==> src/rtl/rasterizer_triangle_scheduler.sv <==
// Queues triangles and hands them one at a time to the rasterizer: go two cycles after accept, next go three cycles after done.
// Backpressure: o_tri_ready drops while the queue is full; a watchdog frees the queue if the rasterizer never finishes.
module rasterizer_triangle_scheduler #(
  parameter int VERT_RESOLUTION  = 60,
  parameter int HORIZ_RESOLUTION = 80,
  parameter int FIFO_DEPTH       = 4,
  parameter int TIMEOUT_CYCLES   = 8192,
  localparam int XW  = $clog2(HORIZ_RESOLUTION),
  localparam int YW  = $clog2(VERT_RESOLUTION),
  localparam int CW  = $clog2(FIFO_DEPTH) + 1,
  localparam int AW  = $clog2(FIFO_DEPTH),
  localparam int WDW = $clog2(TIMEOUT_CYCLES) + 1
) (
  input  logic          i_clk,
  input  logic          i_srst,
  input  logic          i_tri_valid,
  output logic          o_tri_ready,
  input  logic [XW-1:0] i_tri_p0_x,
  input  logic [XW-1:0] i_tri_p1_x,
  input  logic [XW-1:0] i_tri_p2_x,
  input  logic [YW-1:0] i_tri_p0_y,
  input  logic [YW-1:0] i_tri_p1_y,
  input  logic [YW-1:0] i_tri_p2_y,
  output logic          o_go,
  output logic [XW-1:0] o_p0_x,
  output logic [XW-1:0] o_p1_x,
  output logic [XW-1:0] o_p2_x,
  output logic [YW-1:0] o_p0_y,
  output logic [YW-1:0] o_p1_y,
  output logic [YW-1:0] o_p2_y,
  input  logic          i_raster_done,
  output logic          o_busy,
  output logic [CW-1:0] o_fifo_count,
  output logic [15:0]   o_tri_count,
  output logic [7:0]    o_drop_count,
  output logic          o_timeout
);

  typedef enum logic [1:0] {IDLE, ISSUE, WAIT_DONE, COOLDOWN} state_t;

  typedef struct packed {
    logic [XW-1:0] p0_x;
    logic [YW-1:0] p0_y;
    logic [XW-1:0] p1_x;
    logic [YW-1:0] p1_y;
    logic [XW-1:0] p2_x;
    logic [YW-1:0] p2_y;
  } tri_t;

  tri_t           mem [FIFO_DEPTH];
  tri_t           in_tri;
  tri_t           head;
  logic [AW-1:0]  wr_ptr;
  logic [AW-1:0]  rd_ptr;
  logic [CW-1:0]  count;
  logic [WDW-1:0] wd;
  state_t         state;
  state_t         next_state;
  logic           in_range;
  logic           accept;
  logic           push;
  logic           pop;
  logic           drop;
  logic           done_ok;
  logic           wd_expired;

  always_comb begin
    in_tri      = '0;
    in_tri.p0_x = i_tri_p0_x;
    in_tri.p0_y = i_tri_p0_y;
    in_tri.p1_x = i_tri_p1_x;
    in_tri.p1_y = i_tri_p1_y;
    in_tri.p2_x = i_tri_p2_x;
    in_tri.p2_y = i_tri_p2_y;
  end

  // Compare in int width so non-power-of-two resolutions are checked exactly.
  assign in_range = (int'(i_tri_p0_x) < HORIZ_RESOLUTION) &&
                    (int'(i_tri_p1_x) < HORIZ_RESOLUTION) &&
                    (int'(i_tri_p2_x) < HORIZ_RESOLUTION) &&
                    (int'(i_tri_p0_y) < VERT_RESOLUTION)  &&
                    (int'(i_tri_p1_y) < VERT_RESOLUTION)  &&
                    (int'(i_tri_p2_y) < VERT_RESOLUTION);

  assign o_tri_ready  = (count < CW'(FIFO_DEPTH));
  assign accept       = i_tri_valid && o_tri_ready;
  assign push         = accept && in_range;
  assign drop         = accept && !in_range;
  assign head         = mem[rd_ptr];
  assign o_fifo_count = count;
  assign o_busy       = (state != IDLE) || (count != '0);
  assign wd_expired   = (wd == WDW'(TIMEOUT_CYCLES - 1));

  always_comb begin
    next_state = state;
    pop        = 1'b0;
    o_go       = 1'b0;
    o_timeout  = 1'b0;
    done_ok    = 1'b0;
    case (state)
      IDLE: begin
        if (count != '0) begin
          pop        = 1'b1;
          next_state = ISSUE;
        end
      end
      ISSUE: begin
        o_go       = 1'b1;
        next_state = WAIT_DONE;
      end
      WAIT_DONE: begin
        // A done landing on the expiry cycle still counts as a completion.
        if (i_raster_done) begin
          done_ok    = 1'b1;
          next_state = COOLDOWN;
        end else if (wd_expired) begin
          o_timeout  = 1'b1;
          next_state = COOLDOWN;
        end
      end
      COOLDOWN: next_state = IDLE;
      default:  next_state = IDLE;
    endcase
  end

  always_ff @(posedge i_clk) begin
    if (push) mem[wr_ptr] <= in_tri;
  end

  always_ff @(posedge i_clk) begin
    if (i_srst) begin
      state        <= IDLE;
      wr_ptr       <= '0;
      rd_ptr       <= '0;
      count        <= '0;
      wd           <= '0;
      o_p0_x       <= '0;
      o_p0_y       <= '0;
      o_p1_x       <= '0;
      o_p1_y       <= '0;
      o_p2_x       <= '0;
      o_p2_y       <= '0;
      o_tri_count  <= '0;
      o_drop_count <= '0;
    end else begin
      state <= next_state;
      if (push) wr_ptr <= wr_ptr + AW'(1);
      if (pop) begin
        rd_ptr <= rd_ptr + AW'(1);
        o_p0_x <= head.p0_x;
        o_p0_y <= head.p0_y;
        o_p1_x <= head.p1_x;
        o_p1_y <= head.p1_y;
        o_p2_x <= head.p2_x;
        o_p2_y <= head.p2_y;
      end
      case ({push, pop})
        2'b10:   count <= count + CW'(1);
        2'b01:   count <= count - CW'(1);
        default: count <= count;
      endcase
      if (state == ISSUE) wd <= '0;
      else if (state == WAIT_DONE) wd <= wd + WDW'(1);
      if (done_ok) o_tri_count <= o_tri_count + 16'd1;
      if (drop && (o_drop_count != 8'hFF)) o_drop_count <= o_drop_count + 8'd1;
    end
  end

endmodule
==> config.mk <==
export PLATFORM = sky130hd
export DESIGN_NAME = rasterizer_triangle_scheduler
export DESIGN_NICKNAME = d
export VERILOG_FILES = /design/src/rtl/rasterizer_triangle_scheduler.sv
export SDC_FILE = /design/constraint.sdc
export NUM_CORES = 1
export LEC_CHECK = 0
export ABC_CLOCK_PERIOD_IN_PS = 3700
export CAP_MARGIN = 20
export CORE_MARGIN = 4
export CORE_UTILIZATION = 60
export DETAILED_ROUTE_END_ITERATION = 8
export DONT_BUFFER_PORTS = 1
export PLACE_DENSITY = 0.76
export SLEW_MARGIN = 20
export SYNTH_ARGS = -nofsm -noshare
export SYNTH_HDL_FRONTEND = slang
export SYNTH_SLANG_ARGS = --single-unit
export TNS_END_PERCENT = 30
==> constraint.sdc <==
create_clock -name i_clk -period 3.7 [get_ports i_clk]
set_input_delay 0.74 -clock i_clk [delete_from_list [all_inputs] [get_ports i_clk]]
set_output_delay 0.74 -clock i_clk [all_outputs]
set_load 0.01 [all_outputs]
==> impl_metrics.ini <==
[route]
drt_iter0_drc = 393
met3_length_um = 1430
wl_per_cell_um = 21.4
routed.top_layer = met4
post-route-drc-count = 0
wl_met1_um = 7120
num_vias = 5068
firstDrtPassIters = 4
antenna_left = 0
via_per_inst = 5.95
met2_length_um = 9310
drt-total-wl_um = 18200

[power_and_ir_drop]
power.total_w = 0.00692
p_per_area_mw_per_mm2 = 672
ir_drop_mv = 0.400
p_leak_nw = 3.30

[logic_synthesis]
synth-edff-count = 156
synth_warnings = 0
ys_seq_elements = 242
synth.distinct_cells = 46
synth_ff_type = edfxtp_1
syn-mean-instance-area_um2 = 14.5
syn-instance-count = 642
syn-num-nets = 698
syn_area_mm2 = 0.00929
yosysSeqAreaShare = 0.689
synthArstFlopShare = 0

[finish]
syn_to_final_growth_pct = 10.8
drive_gt1_frac = 0.143
fin_nets = 702
fin_area_mm2 = 0.0103
antennaDiodeCount = 0
fill_cells = 1022
post-route-util = 0.678

[cts]
cts_tree = built
htree_levels = 1
ctsLongestPathBuffers = 3
ctsRootBufferMaster = clkbuf_16
cts_sinks = 242
clkLatencyLatePin_ns = 0.51
clkSlewWorstSetupHoldPaths_ns = 0.06
hold_buffers = 0
cts_resized = 0
cts_setup_buffers = 0
cts_buffers = 24

[sta]
relSlewSlack = 0.246
worstMarginPinSlew_ns = 1.13
fin_crit_ns = 2.57
setup_viol = 0
period_share = 0.695
setup_tns_ns = 0
rsz0062_at_grt = no
skew_ns = 0.0133
hold_violations = 0
slew_violations = 0
max_freq_ghz = 0.389

[placement]
place_area_mm2 = 0.00951
port-buffer-count = 0
dpl.hpwl_um = 11500
gp_congestion = 0.782

[floorplanning]
fp.dieH_um = 132
pin_count = 113
core_area_mm2 = 0.0152
rows = 45
start_util = 0.611
die_w_um = 132
die_area_mm2 = 0.0175

[worst_hold_path]
min_path_type = in -> reg

[setup_path]
cp_max_fo = 3
worstPathArrival_ns = 1.83
worst-endpoint-required_ns = 2.96
end_kind = primary output
path_class = reg -> out
critPathLaunchType = register

[run_status]
status = finished, final reports clean

[job]
max_cap_viol_count = 0

[global_routing]
track_usage = 0.208
grt_max_degree = 74
grt_pass1_vias = 5148
grt_pass1_wl_um = 28800
antenna_found_initial = 0
gr-total-overflow = 0
[cell usage in the layout, fill, tap and decap left out, types with 3 or more instances in the layout]
cell type  count
and2_2         4
mux2i_1        4
or3_1          8
nand2_1       96
nand3_1        8
nand4_1       16
ha_1          12
xor2_1        19
mux4_2        39
o21ai_0       10
inv_1         14
nor3_1         7
nor2_1        42
clkbuf_8       3
edfxtp_1     156
a31oi_1        3
buf_12         4
clkinv_1       3
xnor2_1       11
clkbuf_16     26
clkbuf_1      10
a21oi_1       50
dfxtp_1       84
[state kept, by name, indices dropped and copies added, names as in the netlist, 6 cells and up]
register	flops
o_p1_x	7
mem	156
wd	14
o_p1_y	6
o_p2_x	7
o_p0_y	6
o_tri_count	16
o_drop_count	8
o_p2_y	6
o_p0_x	7
[layer usage]
| layer | GRT usage | vias to the layer above |
|---|---|---|
| met4 | 0.0560 | 0 |
| met1 | 0.266 | 2510 |
| met3 | 0.0597 | 31 |
| met2 | 0.353 | 158 |
| met5 | 0 | - |
| li1 | - | 2369 |
[metrics by stage]
stage               hold slack, ns  worst slack, ns  cells
floorplan                    0.472            0.832    642
global placement             0.488            0.811    808
detailed placement           0.491            0.713    808
CTS                          0.278             1.11    852
global route                 0.278             1.03    852
finish                       0.297             1.13    852
[report_power, final]
group / switching [W] / internal (W)
combinational: 0.000550 / 0.000502
clock: 0.000948 / 0.00142
sequential: 0.000392 / 0.00311
total: 0.00189 / 0.00503
[cell families (layout without fill, tap and decap cells)]
group / count (synthesis) / after routing / synth area share
mux: 43 / 43 / 0.0988
fa+ha+maj: 13 / 13 / 0.0183
simple gates: 203 / 203 / 0.107
compound gates: 68 / 68 / 0.0390
buf+inv: 43 / 65 / 0.0195
flops: 242 / 242 / 0.689
xor+xnor: 30 / 30 / 0.0283
[area by class of cell]
| cell class | instances | area [µm²] | area share |
|---|---|---|---|
| Clock buffer | 39 | 729 | 0.0708 |
| Clock inverter | 5 | 58.8 | 0.00571 |
| Inverter | 15 | 56.3 | 0.00547 |
| Multi-Input combinational cell | 357 | 2710 | 0.263 |
| Sequential cell | 242 | 6410 | 0.622 |
| Tap cell | 188 | 235 | 0.0228 |
| Timing Repair Buffer | 6 | 95.1 | 0.00923 |
[critical path, stage by stage, from the launching register on]
cell,delay (ns)
dfxtp_1,0.37
ha_1,0.21
and4b_1,0.20
nand4_1,0.15
nor3b_1,0.40
[cell usage after synthesis, types with 2 or more instances]
cell type	number	area, µm²
nand4_1	16	100
and3_1	2	12.5
nor2_1	42	158
nand2_1	96	360
buf_4	4	30.0
buf_2	4	20.0
buf_1	5	18.8
o21ai_0	10	50.1
ha_1	12	150
and4_1	2	17.5
mux4_2	39	878
nand3_1	8	40.0
and2_1	6	37.5
xor2_1	19	166
a21oi_1	50	250
a31oi_1	3	18.8
edfxtp_1	156	4680
inv_1	14	52.6
or3_1	8	50.1
xnor2_1	11	96.3
o21ai_1	2	10.0
nor3_1	7	35.0
dfxtp_1	86	1720
mux2i_1	4	40.0
clkbuf_1	15	56.3
[final timing paths]
kind	cells after the start	to	slack, ns	startpoint
setup / recovery	4	o_timeout	1.13	wd[0]
hold / removal	1	o_p1_x[6]	0.30	i_srst
setup reg to reg	10	o_fifo_count[2]	1.33	o_fifo_count[2]
hold reg to reg	2	o_p2_y[1]	0.50	o_p2_y[1]
Power figures use the tool's default switching activity.
